## config.mk

```make
export PLATFORM = sky130hd
export DESIGN_NAME = servo_pwm_bank
export DESIGN_NICKNAME = d
export VERILOG_FILES = /design/src/rtl/servo_pwm_bank.sv
export SDC_FILE = /design/constraint.sdc
export NUM_CORES = 1
export LEC_CHECK = 0
export ABC_AREA = 1
export CAP_MARGIN = 20
export CORE_ASPECT_RATIO = 1.2
export CORE_MARGIN = 2
export CORE_UTILIZATION = 50
export CTS_BUF_LIST = sky130_fd_sc_hd__clkbuf_8 sky130_fd_sc_hd__clkbuf_16
export CTS_CLUSTER_DIAMETER = 120
export DETAILED_ROUTE_END_ITERATION = 10
export GPL_ROUTABILITY_DRIVEN = 0
export PLACE_DENSITY = 0.79
export SKIP_CTS_REPAIR_TIMING = 1
export SLEW_MARGIN = 25
export SYNTH_ARGS = -nofsm -noshare
export SYNTH_HDL_FRONTEND = slang
export SYNTH_SLANG_ARGS = --single-unit
```

## constraint.sdc

```tcl
create_clock -name clk -period 3.1 [get_ports clk]
set_input_delay 0.31 -clock clk [delete_from_list [all_inputs] [get_ports clk]]
set_output_delay 0.31 -clock clk [all_outputs]
set_load 0.01 [all_outputs]
```

## src/rtl/servo_pwm_bank.sv

```systemverilog
// Multi-channel servo PWM bank: shared frame counter, clamped per-channel targets.
// Define SERVO_SLEW_EN for slew-limited ramping; otherwise active jumps to target each frame.
module servo_pwm_bank #(
    parameter  int unsigned CHANNELS   = 4,
    parameter  int unsigned SYS_FREQ   = 50000000,
    parameter  int unsigned PULSE_FREQ = 50,
    parameter  int unsigned WIDTH_BITS = 20,
    parameter  int unsigned MIN_WIDTH  = 50000,
    parameter  int unsigned MAX_WIDTH  = 250000,
    parameter  int unsigned STEP       = 2000,
    localparam int unsigned CH_BITS    = (CHANNELS > 1) ? $clog2(CHANNELS) : 1
) (
    input  logic                  clk,
    input  logic                  reset,
    input  logic                  wr_en,
    input  logic [CH_BITS-1:0]    wr_ch,
    input  logic [WIDTH_BITS-1:0] wr_data,
    input  logic [CHANNELS-1:0]   ch_en,
    output logic [CHANNELS-1:0]   pwm_out,
    output logic                  frame_start,
    output logic [CHANNELS-1:0]   settled
);

    localparam int unsigned PERIOD = SYS_FREQ / PULSE_FREQ;
    localparam logic [WIDTH_BITS-1:0] MIN_W = WIDTH_BITS'(MIN_WIDTH);
    localparam logic [WIDTH_BITS-1:0] MAX_W = WIDTH_BITS'(MAX_WIDTH);
    localparam logic [WIDTH_BITS-1:0] LAST  = WIDTH_BITS'(PERIOD - 1);

    // Elaboration-time guard against an unusable parameter set
    if (STEP == 0 || CHANNELS == 0 || CHANNELS > 16 || MIN_WIDTH > MAX_WIDTH ||
        MAX_WIDTH >= PERIOD || 64'(PERIOD) >= (64'(1) << WIDTH_BITS)) begin : g_param_check
        $error("servo_pwm_bank: illegal parameter set");
    end

    logic [WIDTH_BITS-1:0] cnt;
    logic [WIDTH_BITS-1:0] target     [CHANNELS];
    logic [WIDTH_BITS-1:0] active     [CHANNELS];
    logic [WIDTH_BITS-1:0] active_nxt [CHANNELS];
    logic [WIDTH_BITS-1:0] wr_clamped;
    logic                  frame_end;
    logic                  wr_hit;

    assign frame_end  = (cnt == LAST);
    assign wr_clamped = (wr_data < MIN_W) ? MIN_W :
                        (wr_data > MAX_W) ? MAX_W : wr_data;
    assign wr_hit     = wr_en && (32'(wr_ch) < CHANNELS);

`ifdef SERVO_SLEW_EN
    localparam int unsigned WX = WIDTH_BITS + 1;
    localparam logic [WX-1:0]         STEP_X = WX'(STEP);
    localparam logic [WIDTH_BITS-1:0] STEP_W = WIDTH_BITS'(STEP);

    // Move by STEP unless within STEP of target; compares are one bit wider so sums cannot wrap
    always_comb begin
        for (int i = 0; i < CHANNELS; i++) begin
            active_nxt[i] = active[i];
            if ({1'b0, target[i]} > {1'b0, active[i]} + STEP_X) begin
                active_nxt[i] = active[i] + STEP_W;
            end else if ({1'b0, active[i]} > {1'b0, target[i]} + STEP_X) begin
                active_nxt[i] = active[i] - STEP_W;
            end else begin
                active_nxt[i] = target[i];
            end
        end
    end
`else
    always_comb begin
        for (int i = 0; i < CHANNELS; i++) begin
            active_nxt[i] = active[i];
            active_nxt[i] = target[i];
        end
    end
`endif

    always_comb begin
        settled = '0;
        for (int i = 0; i < CHANNELS; i++) begin
            settled[i] = (active[i] == target[i]);
        end
    end

    // Active widths only change at the frame boundary, so pulses are never cut mid-frame
    always_ff @(posedge clk) begin
        if (reset) begin
            cnt         <= '0;
            frame_start <= 1'b0;
            pwm_out     <= '0;
            for (int i = 0; i < CHANNELS; i++) begin
                target[i] <= MIN_W;
                active[i] <= MIN_W;
            end
        end else begin
            cnt         <= frame_end ? '0 : cnt + WIDTH_BITS'(1);
            frame_start <= frame_end;
            for (int i = 0; i < CHANNELS; i++) begin
                pwm_out[i] <= ch_en[i] & (cnt < active[i]);
                if (frame_end) begin
                    active[i] <= active_nxt[i];
                end
            end
            if (wr_hit) begin
                target[wr_ch] <= wr_clamped;
            end
        end
    end

endmodule
```

* After elaboration in Yosys (flattened, before gate mapping) *
Memory sizes are Yosys's and may differ from the RTL's.
Index checks and enable logic that the tools add are counted.

word-level totals
  bits in writable memories = 160
  flip-flop bits (word level) = 25
  logic and storage cells = 44
  memories kept = 2
  output and inout bits = 9
  input port bits = 29

operators by class
  order comparisons = 6
  add/subtract/negate cells = 1
  reductions and logical operators = 2
  mux-type cells = 17
  equal/unequal tests = 5
  bitwise operators = 8

memory list
  name    words  bits a word  rd ports  clocked after Yosys merged registers in  wr ports  RTL line  RTL
  active  4      20           4         0                                        4         37        logic [WIDTH_BITS-1:0] active [CHANNELS];
  target  4      20           4         0                                        4         36        logic [WIDTH_BITS-1:0] target [CHANNELS];

operator list
  cell                                                                                number
  20-bit two-way mux                                                                  7
  20-bit equality test                                                                4
  20-bit less-than comparator                                                         4
  20-bit by 1-bit adder with 20-bit output (second input constant)                    1
  20-bit equality test (second input constant)                                        1
  20-bit by 18-bit greater-than comparator with 1-bit output (second input constant)  1
  20-bit by 16-bit less-than comparator with 1-bit output (second input constant)     1
  20-bit OR reduction                                                                 1
  1-bit two-way mux                                                                   9
  1-bit AND                                                                           4
  1-bit bitwise OR                                                                    4
  2-bit two-way mux                                                                   1
  2-bit OR reduction                                                                  1

* Longest topological paths before layout *
  depth after elaboration = 5
  depth in mapped cells = 10
  gate-level depth less buffers = 10

* Worst setup path after synthesis *
OpenSTA, ideal clock, no wires.

  path kind = reg2reg
  from = register cnt[1]
  to = memory active[0][0] (enable)
  required time = 2.695 ns
  stages on the path, launching flop included = 9
  path slack = 0.485 ns
  period minus slack after synthesis = 2.615 ns
  path buffers = 1
  library setup time = 0.405 ns
  arrival time = 2.210 ns
  cells stage by stage = dfxtp_1 ha_1 nand2_1 nor2_4 nand3_2 nor2_2 nand3_1 nand2_1 buf_2

RTL lines
  what                      RTL line  RTL
  start: declaration        35        logic [WIDTH_BITS-1:0] cnt;
  start signal: assignment  93        cnt <= frame_end ? '0 : cnt + WIDTH_BITS'(1);
  end: declaration          37

==> flow_summary.toml <==
[power]
p_clk_share_pct = 40.3
pwr-share-seq_pct = 51.7
power_frac_comb_pct = 8.0
p_sw_share_pct = 24.2
internal-power_mw = 4.27
p_switching_mw = 1.37
cellPowerDensity_nw_per_um2 = 470
peakVddDrop_uv = 371
leakage_nw = 5.32

[clocking]
cts_sinks = 185
clkTransAtPathRegs_ns = 0.07
cts_max_level = 4
clk_latency_ns = 0.44
cts_buffer_depth = 2
cts_buffers = 17
cts_tree = "built"
root_buffer = "clkbuf_16"

[timing]
slew_headroom_pct = 32.3
min_period_ns = 2.55
max_slew.worst_pin.slew_ns = 1.02
finalMaxSlewViolations = 0
period_share_pct = 82.2
setup_tns_ns = 0
hold_violations = 0
fin_skew_ns = 0.00991
setup_violations = 0
rsz0062_at_grt = "no"
fmax_mhz = 393

[logic_synthesis]
syn_area_per_cell_sq_um = 9.29
yosysSeqAreaShare_pct = 50.3
ys_async_sr_fraction_pct = 0
ys.flop_type = "edfxtp_1"
yosys.area.top_type_share_pct = 45.5
syn_inst = 1136
synth_area_leaders = "edfxtp_1 (46%), ha_1 (9.1%), nand2_1 (7.8%)"
synth-edff-count = 160
ys_ff_latch = 185
synth_cell_types = 39
synth.largest_area_cell = "edfxtp_1"
ys.warnings.count = 0
netlist_area_sq_um = 10600

[layout]
area.growth.synth_to_final_pct = 13.6
antenna_cells = 0
n_fill_cell = 1659
nets = 1309
fin_area_sq_um = 12000
final_util_pct = 57.6
layout-drive-gt1-share_pct = 10.1

[min_path]
hp-class = "in -> reg"

[die]
die_area_sq_um = 22300
io_pins = 38
rows = 58
coreArea_sq_um = 20800
die_h_um = 163
initial_core_util_pct = 50.7
die_x_um = 137

[global_routing]
grt.met2_usage_pct = 41.6
overflow = 0
grt_use_met1_pct = 28.9
grt.busiest_layer = "met2"
grt_max_degree = 35
track_usage_pct = 24.5
antenna_found_initial = 0
first_global_vias = 7925
grt_pass1_wl_mm = 40.5
met3_usage_pct = 4.38

[detailed_routing]
dr.first_iter.drc_count = 708
dr.pass1.iters = 6
ant_nets = 0
wire_per_inst_um = 17.5
wirelength_mm = 26.0
avgViaCountPerCell = 5.33
via_count = 7919
drc = 0

[worst_setup_path]
worst-setup-path-type = "reg -> reg"
worst_ep_arrival_time_ns = 2.67
worstPathMaxFanout = 26
start_kind = "flip-flop"
crit_path_end_kind = "flip-flop"
required_ns = 3.23

[place]
dpl.hpwl_mm = 18.6
placed_area_sq_um = 11400
portBuffers = 37

[outcome]
outcome = "finished, final reports clean"

[run]
maxCapViolations = 0
-- path summary, 6_finish.rpt --
path / endpoint / slack [ns] / cells after the start / start
worst min-delay path: pwm_out[2] / 0.54 / 5 / ch_en[2]
worst max register to register: active[1][13] / 0.55 / 8 / cnt[0]
worst max-delay path: active[1][13] / 0.55 / 8 / cnt[0]
worst min register to register: cnt[3] / 0.56 / 3 / cnt[3]
-- stage by stage --
stage               hold WS, ns  setup slack (ns)  total power [mW]  cells
floorplan                 0.452             0.485              3.21   1143
global placement          0.532             0.633              3.38   1454
detailed placement        0.549             0.669              3.40   1454
CTS                       0.535             0.604              5.64   1486
global route              0.584             0.511              5.79   1486
finish                    0.542             0.553              5.64   1486
-- logic make-up after synthesis --
logic type | count (synthesis) | synth area share [%]
DFF | 185 | 50.3
AOI/OAI and AO/OA | 94 | 5.06
xor gates and xnor gates | 31 | 2.57
buffers and inverters | 245 | 9.56
and+or+nand+nor | 503 | 23.4
adders and majority gates | 77 | 9.13
other | 1 | 0.0355
-- power by group through the flow --
stage	Sequential [mW]	Combinational, mW	Clock, mW
2_1_floorplan	2.93	0.283	0
3_3_place_gp	2.96	0.425	0
3_5_place_dp	2.96	0.439	0
4_1_cts	2.91	0.448	2.29
5_1_grt	2.92	0.501	2.36
6_report	2.91	0.452	2.27
-- flip-flops by register name (all words and copies together) (netlist names) --
signal / cells
target: 80
pwm_out: 4
cnt: 20
active: 80
frame_start: 1
-- layout make-up --
class	instances	area [sq um]	area share (%)
clock buffers	17	425	3.55
clock inverters	15	188	1.57
inverters	229	860	7.17
multi-input cells	713	4290	35.8
flip-flops and latches	185	5310	44.2
well taps	270	338	2.82
repair buffers	57	583	4.86
-- per-layer routing --
metal | wire length [um] | share of wire, % | up-vias
met2 | 12900 | 50 | 328
met4 | 1320 | 5.1 | 0
met5 | 0 | 0 | -
met3 | 1870 | 7.2 | 80
met1 | 9860 | 38 | 3683
li1 | - | - | 3828
-- cells in the mapped netlist (all sizes together), types with 3 or more instances --
library cell  instances
nor3                 32
a21oi                48
nand3                50
nand4                23
nand2               222
xnor2                 6
o21a                  3
ha                   77
o2111ai               3
nor3b                 5
o22ai                20
dfxtp                25
inv                 229
edfxtp              160
nor2                164
or2                   3
buf                  14
xor2                 25
o21ai                14
-- worst max-delay path, stage by stage, from the launching register on --
cell and delay [ns]:
dfxtp_1 0.58, ha_1 0.24, nand2_1 0.12, nor2_4 0.15, nand3_2 0.11, nor2_2 0.18
nand3_1 0.18, nand2_4 0.36, buf_4 0.31
-- cells in the final DEF (no fill, tap or decap), drive strengths merged, types with 3 or more instances in the layout --
master and n:
a21oi 48, buf 20, bufinv 3, clkbuf 17, clkdlybuf4s50 37, clkinv 5, conb 8, dfxtp 25
edfxtp 160, ha 77, inv 235, nand2 222, nand3 50, nand4 23, nor2 164, nor3 32
nor3b 5, o2111ai 3, o21a 3, o21ai 14, o22ai 20, or2 3, xnor2 6, xor2 25
(Power assumes the default switching activity.)
